`config.mk`:
```
export PLATFORM = sky130hd
export DESIGN_NAME = hps_frame_scheduler
export DESIGN_NICKNAME = d
export VERILOG_FILES = /design/src/rtl/hps_sched_pkg.sv /design/src/rtl/hps_argmax.sv /design/src/rtl/hps_frame_scheduler.sv
export SDC_FILE = /design/constraint.sdc
export NUM_CORES = 1
export LEC_CHECK = 0
export CAP_MARGIN = 20
export CORE_AREA = 5 5 154 156
export CTS_BUF_LIST = sky130_fd_sc_hd__clkbuf_2
export DETAILED_ROUTE_END_ITERATION = 8
export DIE_AREA = 0 0 159 161
export PLACE_DENSITY = 0.75
export REMOVE_ABC_BUFFERS = 1
export SYNTH_ARGS = -nofsm -noshare
export SYNTH_HDL_FRONTEND = slang
export SYNTH_HIERARCHICAL = 1
export SYNTH_SLANG_ARGS = --single-unit
export TNS_END_PERCENT = 100
```
`constraint.sdc`:
```
create_clock -name clk -period 2.05 [get_ports clk]
set_input_delay 0.41 -clock clk [delete_from_list [all_inputs] [get_ports clk]]
set_output_delay 0.41 -clock clk [all_outputs]
set_load 0.05 [all_outputs]
```
`src/rtl/hps_sched_pkg.sv`:
```
// Shared types and constants for the HPS frame scheduler.
package hps_sched_pkg;
  localparam int HPS_NUM_PROD  = 32;
  localparam int HPS_FIRST_BIN = 2;
  localparam int HPS_FRAME_LEN = 1024;
  localparam int HPS_TIMEOUT   = 4096;
  localparam int HPS_PW        = 48;
  localparam int HPS_SW        = 24;

  typedef enum logic [1:0] {IDLE, FORWARD, WAIT, REPORT} state_e;

  typedef struct packed {
    logic [5:0]        bin;
    logic [HPS_PW-1:0] mag;
    logic              match;
  } hps_result_t;

  function automatic logic [15:0] sat_inc16(input logic [15:0] v);
    return (v == 16'hFFFF) ? v : v + 16'd1;
  endfunction
endpackage

```
`src/rtl/hps_argmax.sv`:
```
// Running argmax over the product beats of one HPS frame; ties keep the earliest beat.
module hps_argmax
  import hps_sched_pkg::*;
#(
  parameter int NUM_PROD = HPS_NUM_PROD,
  parameter int PW       = HPS_PW,
  localparam int IW      = $clog2(NUM_PROD),
  localparam int CW      = IW + 1
) (
  input  logic          clk,
  input  logic          reset_n,
  input  logic          clear_i,
  input  logic          en_i,
  input  logic          p_valid_i,
  input  logic [PW-1:0] p_data_i,
  output logic [PW-1:0] best_o,
  output logic [IW-1:0] best_idx_o,
  output logic [CW-1:0] p_cnt_o
);
  localparam logic [CW-1:0] NP = CW'(NUM_PROD);

  logic [PW-1:0] best_q;
  logic [IW-1:0] idx_q;
  logic [CW-1:0] cnt_q;

  always_ff @(posedge clk) begin
    if (!reset_n || clear_i) begin
      best_q <= '0;
      idx_q  <= '0;
      cnt_q  <= '0;
    end else if (en_i && p_valid_i && cnt_q < NP) begin
      if (p_data_i > best_q) begin
        best_q <= p_data_i;
        idx_q  <= cnt_q[IW-1:0];
      end
      cnt_q <= cnt_q + 1'b1;
    end
  end

  assign best_o     = best_q;
  assign best_idx_o = idx_q;
  assign p_cnt_o    = cnt_q;
endmodule

```
`src/rtl/hps_frame_scheduler.sv`:
```
// Gates whole spectrum frames into HPS, tracks the product argmax and emits one
// {bin, magnitude} pitch result per frame; recovers HPS on short frames or timeout.
module hps_frame_scheduler
  import hps_sched_pkg::*;
#(
  parameter int FRAME_LEN      = HPS_FRAME_LEN,
  parameter int NUM_PROD       = HPS_NUM_PROD,
  parameter int FIRST_BIN      = HPS_FIRST_BIN,
  parameter int TIMEOUT_CYCLES = HPS_TIMEOUT
) (
  input  logic              clk,
  input  logic              reset_n,
  input  logic [HPS_SW-1:0] s_data,
  input  logic              s_valid,
  output logic              s_ready,
  input  logic              s_last,
  output logic [HPS_SW-1:0] h_data,
  output logic              h_valid,
  output logic              h_rst,
  input  logic [HPS_PW-1:0] p_data,
  input  logic              p_valid,
  output logic              p_ready,
  input  logic [HPS_PW-1:0] m_data,
  input  logic              m_valid,
  output logic              m_ready,
  output logic [5:0]        r_bin,
  output logic [HPS_PW-1:0] r_mag,
  output logic              r_match,
  output logic              r_valid,
  input  logic              r_ready,
  output logic [15:0]       frames_dropped,
  output logic              err_short,
  output logic              err_timeout
);
  localparam int IW = $clog2(NUM_PROD);
  localparam int CW = IW + 1;
  localparam int BW = $clog2(FRAME_LEN);
  localparam int TW = $clog2(TIMEOUT_CYCLES);
  localparam logic [CW-1:0] NP_FULL   = CW'(NUM_PROD);
  localparam logic [CW-1:0] NP_LAST   = CW'(NUM_PROD - 1);
  localparam logic [BW-1:0] BEAT_LAST = BW'(FRAME_LEN - 1);
  localparam logic [TW-1:0] TMO_LAST  = TW'(TIMEOUT_CYCLES - 1);
  localparam logic [5:0]    FB        = 6'(FIRST_BIN);

  state_e              state_q;
  logic                in_frame_q;
  logic [BW-1:0]       beat_cnt_q;
  logic [TW-1:0]       tmo_q;
  logic                got_max_q;
  logic [HPS_PW-1:0]   m_cap_q;
  logic [15:0]         drop_q;
  logic                err_short_q, err_tmo_q, hrst_q;

  logic [HPS_PW-1:0]   best;
  logic [IW-1:0]       best_idx;
  logic [CW-1:0]       p_cnt;
  logic                start, collect, done_now, drop;
  hps_result_t         res;

  assign start    = (state_q == IDLE) && s_valid && !in_frame_q && !s_last;
  assign collect  = (state_q == FORWARD) || (state_q == WAIT);
  // The max or last product arriving this cycle already counts toward completion.
  assign done_now = (got_max_q || m_valid) &&
                    ((p_cnt == NP_FULL) || (p_valid && p_cnt == NP_LAST));
  assign drop     = s_valid && s_last &&
                    ((state_q == WAIT) || (state_q == REPORT) ||
                     ((state_q == IDLE) && in_frame_q));

  hps_argmax #(.NUM_PROD(NUM_PROD), .PW(HPS_PW)) u_argmax (
    .clk       (clk),
    .reset_n   (reset_n),
    .clear_i   (start),
    .en_i      (collect),
    .p_valid_i (p_valid),
    .p_data_i  (p_data),
    .best_o    (best),
    .best_idx_o(best_idx),
    .p_cnt_o   (p_cnt)
  );

  always_ff @(posedge clk) begin
    if (!reset_n) begin
      state_q     <= IDLE;
      // Arm only after a frame boundary so a frame cut by reset is never forwarded.
      in_frame_q  <= 1'b1;
      beat_cnt_q  <= '0;
      tmo_q       <= '0;
      got_max_q   <= 1'b0;
      m_cap_q     <= '0;
      drop_q      <= '0;
      err_short_q <= 1'b0;
      err_tmo_q   <= 1'b0;
      hrst_q      <= 1'b0;
    end else begin
      err_short_q <= 1'b0;
      err_tmo_q   <= 1'b0;
      hrst_q      <= 1'b0;
      if (s_valid) in_frame_q <= !s_last;
      if (drop)    drop_q <= sat_inc16(drop_q);
      if (m_valid && collect) begin
        m_cap_q   <= m_data;
        got_max_q <= 1'b1;
      end
      case (state_q)
        IDLE: if (start) begin
          beat_cnt_q <= BW'(1);
          got_max_q  <= 1'b0;
          state_q    <= FORWARD;
        end
        FORWARD: if (s_valid) begin
          beat_cnt_q <= beat_cnt_q + 1'b1;
          if (beat_cnt_q == BEAT_LAST) begin
            tmo_q   <= '0;
            state_q <= WAIT;
          end else if (s_last) begin
            err_short_q <= 1'b1;
            hrst_q      <= 1'b1;
            state_q     <= IDLE;
          end
        end
        WAIT: begin
          tmo_q <= tmo_q + 1'b1;
          if (done_now) begin
            state_q <= REPORT;
          end else if (tmo_q == TMO_LAST) begin
            err_tmo_q <= 1'b1;
            hrst_q    <= 1'b1;
            state_q   <= IDLE;
          end
        end
        REPORT: if (r_ready) state_q <= IDLE;
        default: state_q <= IDLE;
      endcase
    end
  end

  always_comb begin
    res = '0;
    if (state_q == REPORT) begin
      res.bin   = 6'(best_idx) + FB;
      res.mag   = best;
      res.match = (best == m_cap_q);
    end
  end

  assign s_ready        = 1'b1;
  assign p_ready        = reset_n;
  assign h_data         = s_data;
  assign h_valid        = reset_n && s_valid && ((state_q == FORWARD) || start);
  assign h_rst          = !reset_n || hrst_q;
  assign m_ready        = reset_n && collect;
  assign r_valid        = (state_q == REPORT);
  assign r_bin          = res.bin;
  assign r_mag          = res.mag;
  assign r_match        = res.match;
  assign frames_dropped = drop_q;
  assign err_short      = err_short_q;
  assign err_timeout    = err_tmo_q;
endmodule

```
==> qor_table.md, run 1 <==
| Item | This run |
| --- | --- |
| Leftover overflow at the end of global routing | 0 |
| Cts bufs inserted | 17 |
| Overall Global Routing Usage | 20.4% |
| Commonest register cell after synthesis | sky130_fd_sc_hd__dfxtp_1 |
| FP Rows | 55 |
| TritonCTS clock tree | built |
| Area after detailed placement | 0.0119 mm² |
| Worst voltage drop across the vdd grid | 0.000522 V |
| EDFF count, synth | 0 |
| Met3 Routed Length | 2330 µm |
| Layout Skew | 33.1 ps |
| Maximum number of pins on one net before global-route repair | 51 |
| Total DRC errors in the routed layout | 0 |
| Count of final setup violators | 111 |
| Source-to-sink clock delay at the later pin of the worst-skew pair | 760 ps |
| Cell type contributing the most total cell area after synthesis | sky130_fd_sc_hd__dfxtp_1 |
| Worst relative slew slack | 65.8% |
| Number of slew-limit violations in the final report | 0 |
| Number of nets in the finished design | 1521 |
| Buffers on Ports | 180 |
| CTS clock-pin slew for the worst setup and hold paths | 230 ps |
| Gate count after technology mapping | 1068 |
| Max Fanout on Critical Path | 3 |
| Endpoint type of the worst setup path | output port |
| Final routed wire length divided by cell count | 17.2 µm |
| H-tree level count | 4 |
| Detail Route met2 WL | 13600 µm |
| Synth Cell Area | 0.00869 mm² |
| Beginning of the worst register-to-register path | u_argmax/best_o[29]$_SDFFE_PP0P_ |
| DR pass1 iterations | 5 |
| Number of storage elements in the synthesis netlist | 152 |
| Classification of the worst setup path | reg -> out |
| Antenna violations before repair | 3 |
| Via count of the first global-routing pass | 8210 |
| Area contributors post-synth | sky130_fd_sc_hd__dfxtp_1, sky130_fd_sc_hd__nand2_1, sky130_fd_sc_hd__ha_1 |
| Highest routing layer actually used | met5 |
| Wire length of the first global-routing pass | 42400 µm |
| Number of instances in the placed design | 1563 |
| Mean instance size in the synthesized netlist | 8.14 µm² |
| P&R area growth vs syn | 50.9% |
| Required time at the endpoint of the critical path | 1640 ps |
| Portion of synthesized cell area occupied by the leading cell type | 35.0% |
| Drt first-iter violations | 423 |
| Wl on met1 | 11600 µm |
| Transition time at the pin with the least slew margin | 513 ps |
| Yosys warning total | 6 |
| Number of vias per cell after detailed routing | 5.13 |
| Path class of the lowest-slack min-delay path | in -> reg |
| Category of the worst setup path launch point | flip-flop |
| Num ports | 230 |
| Clock root buffer | sky130_fd_sc_hd__clkbuf_2 |
| Unique masters post-synth | 61 |
| Setup repair after global routing missed its margin | yes |
| Data arrival time of the worst path | 2530 ps |
| Die Height | 161 µm |
| Total Die Area | 0.0256 mm² |
| Portion of the clock cycle consumed by the worst path in the final layout | 143% |
| Max Cap Viol | 0 |
| FFs w/ async S/R, synth | 0% |
| Result of the run | finished with violations |
| Most common cell in the netlist | sky130_fd_sc_hd__nand2_1 |
| Sequential-to-total area share from yosys stat | 35.0% |
| Leading post-synthesis cells by instance count | sky130_fd_sc_hd__nand2_1, sky130_fd_sc_hd__dfxtp_1, sky130_fd_sc_hd__a21oi_1 |
| Initial core utilization | 39.1% |
| Post-route ant nets | 0 |
| Total number of vias | 8382 |
| Count of non-filler cells in the finished layout | 1634 |
| Fraction of layout cells with a size suffix above 1 | 27.6% |
| Sum of routed wire length over all layers | 28200 µm |
| Final hold violation count | 0 |
| Leakage power of the design | 5.73 nW |
| Achievable Freq | 0.341 GHz |
| Final GP Congestion | 0.885 |
| Violations in the final reports | negative setup slack |
| Maximum clock insertion buffer count | 2 |
| Die W | 159 µm |
| CP Launch Point | u_argmax/best_o[24]$_SDFFE_PP0P_ |
| Fillers | 1854 |
| Minimum period implied by the final worst setup slack | 2940 ps |
| Power density of the placed cells | 599 mW/mm² |
| Floorplan core area | 0.0222 mm² |
| Launch instance of the worst min-delay path | m_data[40] |
| Hold-fix buffers at CTS | 0 |
| Total non-filler cell area in the finished layout | 0.0131 mm² |
| Setup WS post-layout | -885 ps |
| Post-detail-place hpwl | 19200 µm |
| CTS sink count | 152 |
[flip-flops by register name, summed over array words and instances, names as in the netlist]
name / flops
beat_cnt_q: 10
err_short: 1
err_timeout: 1
frames_dropped: 16
got_max_q: 1
hrst_q: 1
in_frame_q: 1
m_cap_q: 48
state_q: 2
tmo_q: 12
u_argmax/best_idx_o: 5
u_argmax/best_o: 48
u_argmax/p_cnt_o: 6
[logic make-up after synthesis]
group           Yosys count  share of synthesized area, %
buf+inv                 131                          7.90
simple gates            461                          25.5
compound gates          129                          8.68
mux                      56                          6.45
fa+ha+maj                58                          8.35
xor+xnor                 80                          8.06
flops                   152                          35.0
other cells               1                        0.0431
[report_power, final]
group | leakage [nW] | total [mW] | switching [mW] | internal [mW]
Combinational | 4.36 | 2.90 | 1.47 | 1.43
Sequential | 1.24 | 3.33 | 0.143 | 3.18
Clock | 0.132 | 1.63 | 1.08 | 0.548
Total | 5.73 | 7.86 | 2.70 | 5.16
[critical path, cell delays in order (launching register included)]
cell                      delay, ps
sky130_fd_sc_hd__dfxtp_1        360
sky130_fd_sc_hd__buf_4          140
sky130_fd_sc_hd__xor2_1         140
sky130_fd_sc_hd__nor4_1         360
sky130_fd_sc_hd__nand3_1        230
sky130_fd_sc_hd__nor4_1         270
sky130_fd_sc_hd__buf_4          170
sky130_fd_sc_hd__buf_12         130
[per-layer routing]
layer / vias up / GRT usage, %
met3: 45 / 7.55
met1: 3957 / 25.2
li1: 4084 / -
met5: - / 0
met2: 292 / 33.7
met4: 4 / 5.20
[per-stage QoR]
| step | total power [mW] | setup WS (ps) | utilization, % | setup TNS (ps) | hold slack, ps |
|---|---|---|---|---|---|
| floorplan | 4.75 | -5480 | - | -317530 | 433 |
| global placement | 5.75 | -941 | 53.5 | -49470 | 453 |
| detailed placement | 5.81 | -978 | 53.5 | -51330 | 458 |
| CTS | 7.73 | -902 | 57.9 | -48530 | 109 |
| global route | 8.30 | -1060 | 59.0 | -66170 | 86.6 |
| finish | 7.86 | -885 | 59.0 | -53880 | 175 |
[path summary, 6_finish.rpt]
kind / depth (start not counted) / slack, ps / endpoint
worst max register to register: 15 / -670 / u_argmax/best_o[46]$_SDFFE_PP0P_
worst min register to register: 2 / 480 / m_cap_q[5]$_SDFFE_PN0P_
worst max-delay path: 7 / -890 / r_match
worst min-delay path: 3 / 170 / m_cap_q[40]$_SDFFE_PN0P_
[cells in the final DEF (no fill, tap or decap), drive strengths merged, types with 14 or more instances in the layout]
master and count:
nand2 243, buf 209, dfxtp 152, clkdlybuf4s50 102, a21oi 80, xor2 66
and2 60, ha 58, inv 57, mux2i 56, nor2 47, clkbuf 31
nand4 22, o21ai 20, nand3 19, nor4 19, xnor2 14
[what timing repair did]
action / CTS / global route
buffers inserted: 25 / 10
pin swaps: 14 / 13
cloned: 6 / 7
gates resized for setup: 198 / 56
setup endpoints to repair: 134 / 135
[layout make-up]
cell class	instances	area, µm²	share of cell area, %
Sequential cell	152	3070	23.4
Clock buffer	20	100	0.763
Multi-Input combinational cell	785	5410	41.3
Timing Repair Buffer	323	3850	29.4
Inverter	57	219	1.67
Antenna cell	2	5.00	0.0381
Tap cell	285	357	2.72
Clock inverter	10	106	0.811
No activity file was read; power rests on OpenSTA's default activity.
==> inputs of run 2 (changes only) <==
--- a/config.mk
+++ b/config.mk
@@ -8,6 +8,7 @@
 export CAP_MARGIN = 20
 export CORE_AREA = 5 5 154 156
 export CTS_BUF_LIST = sky130_fd_sc_hd__clkbuf_2
+export CTS_CLUSTER_SIZE = 14
 export DETAILED_ROUTE_END_ITERATION = 8
 export DIE_AREA = 0 0 159 161
 export PLACE_DENSITY = 0.75
==> results of run 2 <==
Final layout, timing and power as in run 1 (identical DEF).
